<file path="src/rtl/i2lbs_cascade_scheduler.sv">
// Haar-cascade scheduler: walks one shared weak-classifier evaluator through three stages per window.
// Optional statistics counters are built when I2LBS_SCHED_STATS_EN is defined.
module i2lbs_cascade_scheduler #(
    parameter int DATA_WIDTH_12                = 12,
    parameter int ACC_WIDTH                    = 16,
    parameter int NUM_CLASSIFIERS_FIRST_STAGE  = 10,
    parameter int NUM_CLASSIFIERS_SECOND_STAGE = 10,
    parameter int NUM_CLASSIFIERS_THIRD_STAGE  = 10
) (
    input  logic                        clk_fpga,
    input  logic                        reset_fpga,
    input  logic                        win_valid,
    output logic                        win_ready,
    input  logic [DATA_WIDTH_12-1:0]    win_xcoord,
    input  logic [DATA_WIDTH_12-1:0]    win_ycoord,
    output logic                        eval_req,
    output logic [1:0]                  eval_stage,
    output logic [7:0]                  eval_index,
    input  logic                        eval_ack,
    input  logic signed [ACC_WIDTH-1:0] eval_vote,
    input  logic signed [ACC_WIDTH-1:0] stage_threshold,
    output logic                        candidate,
    output logic                        reject,
    output logic [1:0]                  reject_stage,
    output logic [DATA_WIDTH_12-1:0]    o_scale_xcoord,
    output logic [DATA_WIDTH_12-1:0]    o_scale_ycoord,
    output logic                        busy,
    output logic [15:0]                 stat_windows,
    output logic [15:0]                 stat_candidates
);

    typedef enum logic [1:0] {
        IDLE  = 2'd0,
        ISSUE = 2'd1,
        CHECK = 2'd2,
        DONE  = 2'd3
    } state_t;

    localparam logic [7:0] LAST_INDEX_0 = 8'(NUM_CLASSIFIERS_FIRST_STAGE - 1);
    localparam logic [7:0] LAST_INDEX_1 = 8'(NUM_CLASSIFIERS_SECOND_STAGE - 1);
    localparam logic [7:0] LAST_INDEX_2 = 8'(NUM_CLASSIFIERS_THIRD_STAGE - 1);
    localparam logic signed [ACC_WIDTH-1:0] ACC_MAX = {1'b0, {(ACC_WIDTH-1){1'b1}}};
    localparam logic signed [ACC_WIDTH-1:0] ACC_MIN = {1'b1, {(ACC_WIDTH-1){1'b0}}};

    state_t                      state_q, state_d;
    logic [1:0]                  stage_q, stage_d;
    logic [7:0]                  index_q, index_d;
    logic signed [ACC_WIDTH-1:0] acc_q, acc_d;
    logic [DATA_WIDTH_12-1:0]    xCoord_q, xCoord_d;
    logic [DATA_WIDTH_12-1:0]    yCoord_q, yCoord_d;
    logic                        pass_q, pass_d;

    logic [7:0]                  lastIndex;
    logic signed [ACC_WIDTH:0]   sumWide;
    logic signed [ACC_WIDTH-1:0] accSat;
    logic                        stagePass;
    logic                        accept;

    always_comb begin
        lastIndex = LAST_INDEX_0;
        case (stage_q)
            2'd1:    lastIndex = LAST_INDEX_1;
            2'd2:    lastIndex = LAST_INDEX_2;
            default: lastIndex = LAST_INDEX_0;
        endcase
    end

    // One extra bit of headroom exposes overflow; clamp instead of wrapping.
    assign sumWide = {acc_q[ACC_WIDTH-1], acc_q} + {eval_vote[ACC_WIDTH-1], eval_vote};

    always_comb begin
        accSat = sumWide[ACC_WIDTH-1:0];
        if (sumWide[ACC_WIDTH] != sumWide[ACC_WIDTH-1]) begin
            accSat = sumWide[ACC_WIDTH] ? ACC_MIN : ACC_MAX;
        end
    end

    assign stagePass = (acc_q >= stage_threshold);
    assign accept    = win_valid & win_ready;

    always_ff @(posedge clk_fpga or negedge reset_fpga) begin
        if (!reset_fpga) begin
            state_q  <= IDLE;
            stage_q  <= 2'd0;
            index_q  <= 8'd0;
            acc_q    <= '0;
            xCoord_q <= '0;
            yCoord_q <= '0;
            pass_q   <= 1'b0;
        end else begin
            state_q  <= state_d;
            stage_q  <= stage_d;
            index_q  <= index_d;
            acc_q    <= acc_d;
            xCoord_q <= xCoord_d;
            yCoord_q <= yCoord_d;
            pass_q   <= pass_d;
        end
    end

    always_comb begin
        state_d  = state_q;
        stage_d  = stage_q;
        index_d  = index_q;
        acc_d    = acc_q;
        xCoord_d = xCoord_q;
        yCoord_d = yCoord_q;
        pass_d   = pass_q;
        case (state_q)
            IDLE: begin
                if (win_valid) begin
                    xCoord_d = win_xcoord;
                    yCoord_d = win_ycoord;
                    stage_d  = 2'd0;
                    index_d  = 8'd0;
                    acc_d    = '0;
                    pass_d   = 1'b0;
                    state_d  = ISSUE;
                end
            end
            ISSUE: begin
                if (eval_ack) begin
                    acc_d = accSat;
                    if (index_q < lastIndex) begin
                        index_d = index_q + 8'd1;
                    end else begin
                        state_d = CHECK;
                    end
                end
            end
            CHECK: begin
                if (!stagePass) begin
                    pass_d  = 1'b0;
                    state_d = DONE;
                end else if (stage_q < 2'd2) begin
                    stage_d = stage_q + 2'd1;
                    index_d = 8'd0;
                    acc_d   = '0;
                    state_d = ISSUE;
                end else begin
                    pass_d  = 1'b1;
                    state_d = DONE;
                end
            end
            DONE: begin
                state_d = IDLE;
            end
            default: begin
                state_d = IDLE;
            end
        endcase
    end

    assign win_ready      = (state_q == IDLE);
    assign busy           = (state_q != IDLE);
    assign eval_req       = (state_q == ISSUE);
    assign eval_stage     = stage_q;
    assign eval_index     = index_q;
    assign candidate      = (state_q == DONE) && pass_q;
    assign reject         = (state_q == DONE) && !pass_q;
    assign reject_stage   = reject ? stage_q : 2'd0;
    assign o_scale_xcoord = xCoord_q;
    assign o_scale_ycoord = yCoord_q;

`ifdef I2LBS_SCHED_STATS_EN
    logic [15:0] statWindows_q;
    logic [15:0] statCandidates_q;

    always_ff @(posedge clk_fpga or negedge reset_fpga) begin
        if (!reset_fpga) begin
            statWindows_q    <= 16'd0;
            statCandidates_q <= 16'd0;
        end else begin
            if (accept) begin
                statWindows_q <= statWindows_q + 16'd1;
            end
            if (candidate) begin
                statCandidates_q <= statCandidates_q + 16'd1;
            end
        end
    end

    assign stat_windows    = statWindows_q;
    assign stat_candidates = statCandidates_q;
`else
    logic unusedAccept;
    assign unusedAccept    = accept;
    assign stat_windows    = 16'd0;
    assign stat_candidates = 16'd0;
`endif

endmodule

</file>
<file path="config.mk">
export PLATFORM = sky130hd
export DESIGN_NAME = i2lbs_cascade_scheduler
export DESIGN_NICKNAME = d
export VERILOG_FILES = /design/src/rtl/i2lbs_cascade_scheduler.sv
export SDC_FILE = /design/constraint.sdc
export NUM_CORES = 1
export LEC_CHECK = 0
export BUFFER_PORTS_ARGS = -buffer_cell sky130_fd_sc_hd__clkbuf_2
export CAP_MARGIN = 10
export CORE_ASPECT_RATIO = 1.1
export CORE_MARGIN = 2
export CORE_UTILIZATION = 46
export CTS_CLUSTER_DIAMETER = 120
export DETAILED_ROUTE_END_ITERATION = 16
export GPL_TIMING_DRIVEN = 0
export PLACE_DENSITY_LB_ADDON = 0.3
export RECOVER_POWER = 100
export SLEW_MARGIN = 20
export SYNTH_ARGS = -nofsm -noshare
export SYNTH_HDL_FRONTEND = slang
export SYNTH_SLANG_ARGS = --single-unit
</file>
<file path="constraint.sdc">
create_clock -name clk_fpga -period 2.55 [get_ports clk_fpga]
set_clock_uncertainty 0.1 [all_clocks]
set_input_delay 0.51 -clock clk_fpga [delete_from_list [all_inputs] [get_ports clk_fpga]]
set_output_delay 0.51 -clock clk_fpga [all_outputs]
set_load 0.01 [all_outputs]
</file>
==> results.toml <==
[setup_path]
end_kind = "flop"
r2r_cells = 10
cp_max_fo = 6
path_class = "flop to flop"
required_ps = 2640
reg2reg_slack_ps = -10
arrival_ps = 2650
start_kind = "flop"

[timing]
finalSetupViolations = 2
relSlewSlack_pct = 11.92
worst_pin_slew_ps = 1321
grt_setup_unrepaired = "true"
fin_ws_ps = -11.58
hold_viol_final = 0
fmaxAchievable_ghz = 0.3904
timing.final.crit_share_pct = 100.5
fin_crit_ps = 2562
slew_viol_final = 0

[clock_network]
clock-sinks = 53
clkTransAtPathRegs_ps = 90
clock_path_buffers = 2
clkLatencyLatePin_ps = 300
root_buffer = "clkbuf_8"
htreeDepth = 2
cts_buffers = 5
cts_tree = "done"

[layout]
final_cell_area_um2 = 4815
syn_to_final_growth_pct = 29.34
stdcell_count = 641
n_antenna_cell = 0
drive_above_1_share_pct = 33.58
fin_nets = 627

[die]
core.rowCount = 34
start_util_pct = 47.30
die-area_um2 = 8828
fp.coreArea_um2 = 7870
dieHeight_um = 98.35
ioPinCount = 133
fp.dieW_um = 89.77

[drt]
vias = 3168
routedWlPerCell_um = 13.58
finalWirelength_um = 8707
viasPerCell = 4.942
route.detailed.drc = 0
drt_iter0_markers = 106
ant_nets = 0
dr.pass1.iters = 4

[global_route]
grt_pass1_vias = 3118
antenna_found_initial = 0
gr-usage-all-layers_pct = 19.72
grt_pass1_wl_um = 14430
grt_overflow_total = 0
grt_max_degree = 54

[logic_synthesis]
synth_cell_types = 56
synth_seq_cells = 53
synth_top_area_share_pct = 35.63
seq_area_frac_synth_pct = 35.63
synth-async-reset-ratio_pct = 100.0
synth_most_common_cell = "dfrtp_1"
synth_area_um2 = 3722
synth_area_leaders = "dfrtp_1 36%, ha_1 11%, mux2_2 7.3%"
syn_inst = 378
synth_edf_count = 0
yosysTopAreaCell = "dfrtp_1"
synth.avg_cell_area_um2 = 9.847
synth_common_cells = "53 x dfrtp_1, 34 x ha_1, 33 x buf_4"
yosysWarnings = 0
synth_flop_cell = "dfrtp_1"

[place]
post-dp-hpwl_um = 6714
port_buffers = 100
place_area_um2 = 4477
dp_cells = 617
gp_congestion = 0.9384

[hold_path]
hp-class = "input port to flop"
hold_depth = 2

[power]
p_per_area_nw_per_um2 = 1166
p_leak_nw = 2.336
worst_ir_drop_vdd_mv = 0.4713
power_mw = 5.612

[outcome]
outcome = "finished, violations left"
violations = "negative setup slack"

[job]
max_cap_viol_count = 0
-- stage by stage --
step | setup WS [ps] | TNS, ps | hold WS (ps) | util (%)
finish | -11.58 | -13.63 | 337.8 | 61.18
global route | -159.6 | -2145 | 323.3 | 61.18
CTS | -40.02 | -143.2 | 207.1 | 60.56
detailed placement | -438.3 | -8865 | 396.1 | 56.88
global placement | -379.6 | -7732 | 390.8 | 56.85
floorplan | 38.65 | 0 | 114.4 | -
-- timing repair --
| item | in CTS | in global routing |
|---|---|---|
| pin swaps | 10 | 7 |
| hold buffers | 0 | 0 |
| hold endpoints to repair | 0 | 0 |
| resized for setup | 13 | 16 |
| endpoints found under the setup margin | 25 | 22 |
| buffers inserted | 12 | 3 |
| gates cloned | 1 | 0 |
-- critical path, stage by stage (launching register included) --
cell,delay [ps]
dfrtp_2,460
ha_1,370
a211oi_2,300
o21ai_0,130
a21oi_1,300
a31oi_2,160
xor2_2,200
buf_4,170
buf_6,110
a21oi_2,90
o2bb2ai_1,80
-- report_power, final --
group | total [mW] | leakage, nW | switching [mW] | internal [mW]
Clock | 0.592 | 0.0585 | 0.272 | 0.321
Combinational | 3.51 | 1.63 | 1.82 | 1.69
Sequential | 1.51 | 0.650 | 0.291 | 1.22
-- flip-flops by register name, summed over array words and instances (netlist names) --
signal / count
acc_q: 16
eval_index: 8
eval_stage: 2
o_scale_xcoord: 12
o_scale_ycoord: 12
pass_q: 1
state_q: 2
-- final timing paths --
check,start,end
max,acc_q[9]$_DFFE_PN0P_,acc_q[14]$_DFFE_PN0P_
min,win_ycoord[7],o_scale_ycoord[7]$_DFFE_PN0P_
max reg2reg,acc_q[9]$_DFFE_PN0P_,acc_q[14]$_DFFE_PN0P_
min reg2reg,o_scale_xcoord[9]$_DFFE_PN0P_,o_scale_xcoord[9]$_DFFE_PN0P_
max in group asynchronous,reset_fpga,acc_q[9]$_DFFE_PN0P_
min in group asynchronous,reset_fpga,state_q[0]$_DFFE_PN0P_
-- cell usage in the layout, fill, tap and decap left out, types with 3 or more instances in the layout --
cell / n
clkbuf_8: 6
ha_2: 3
ha_1: 27
nand2b_1: 7
o2bb2ai_1: 19
o21a_1: 4
a21oi_1: 28
and2_1: 5
xnor2_1: 7
nand3_1: 7
dfrtp_1: 52
mux2i_1: 3
inv_1: 25
buf_4: 45
nand4_1: 4
nor2_1: 31
nand2_1: 17
clkbuf_2: 61
o211ai_1: 3
ha_4: 4
a21o_1: 3
conb_1: 32
nor3_1: 3
mux2_2: 24
clkbuf_1: 45
buf_6: 8
o21ai_0: 8
nor2b_1: 3
-- per-layer routing --
layer | up-vias | wire, um | track usage, %
met5 | - | 0 | 0
li1 | 1599 | - | -
met1 | 1481 | 3652 | 23.87
met2 | 83 | 4569 | 36.42
met3 | 5 | 432 | 4.167
met4 | 0 | 53 | 3.905
-- layout make-up --
type / instances / area (um2)
clock buffers: 7 / 86.33
inverters: 25 / 93.84
repair buffers: 116 / 580.6
flip-flops and latches: 53 / 1328
fillers: 725 / 3055
clock inverters: 1 / 30.03
well taps: 108 / 135.1
plain buffers: 42 / 317.8
multi-input cells: 289 / 2243
-- logic make-up (layout without fill, tap and decap cells) --
| kind of cell | Yosys count | after routing | synth area share (%) |
|---|---|---|---|
| other | 1 | 32 | 0.1007 |
| AO/OA/AOI/OAI | 95 | 95 | 18.66 |
| flip-flops | 53 | 53 | 35.63 |
| XOR/XNOR | 10 | 10 | 2.555 |
| adder cells (fa/ha/maj) | 35 | 35 | 11.97 |
| multiplexers | 28 | 28 | 8.471 |
| buffers and inverters | 67 | 191 | 10.99 |
| AND/OR/NAND/NOR | 89 | 89 | 11.63 |
Power figures use the tool's default switching activity.
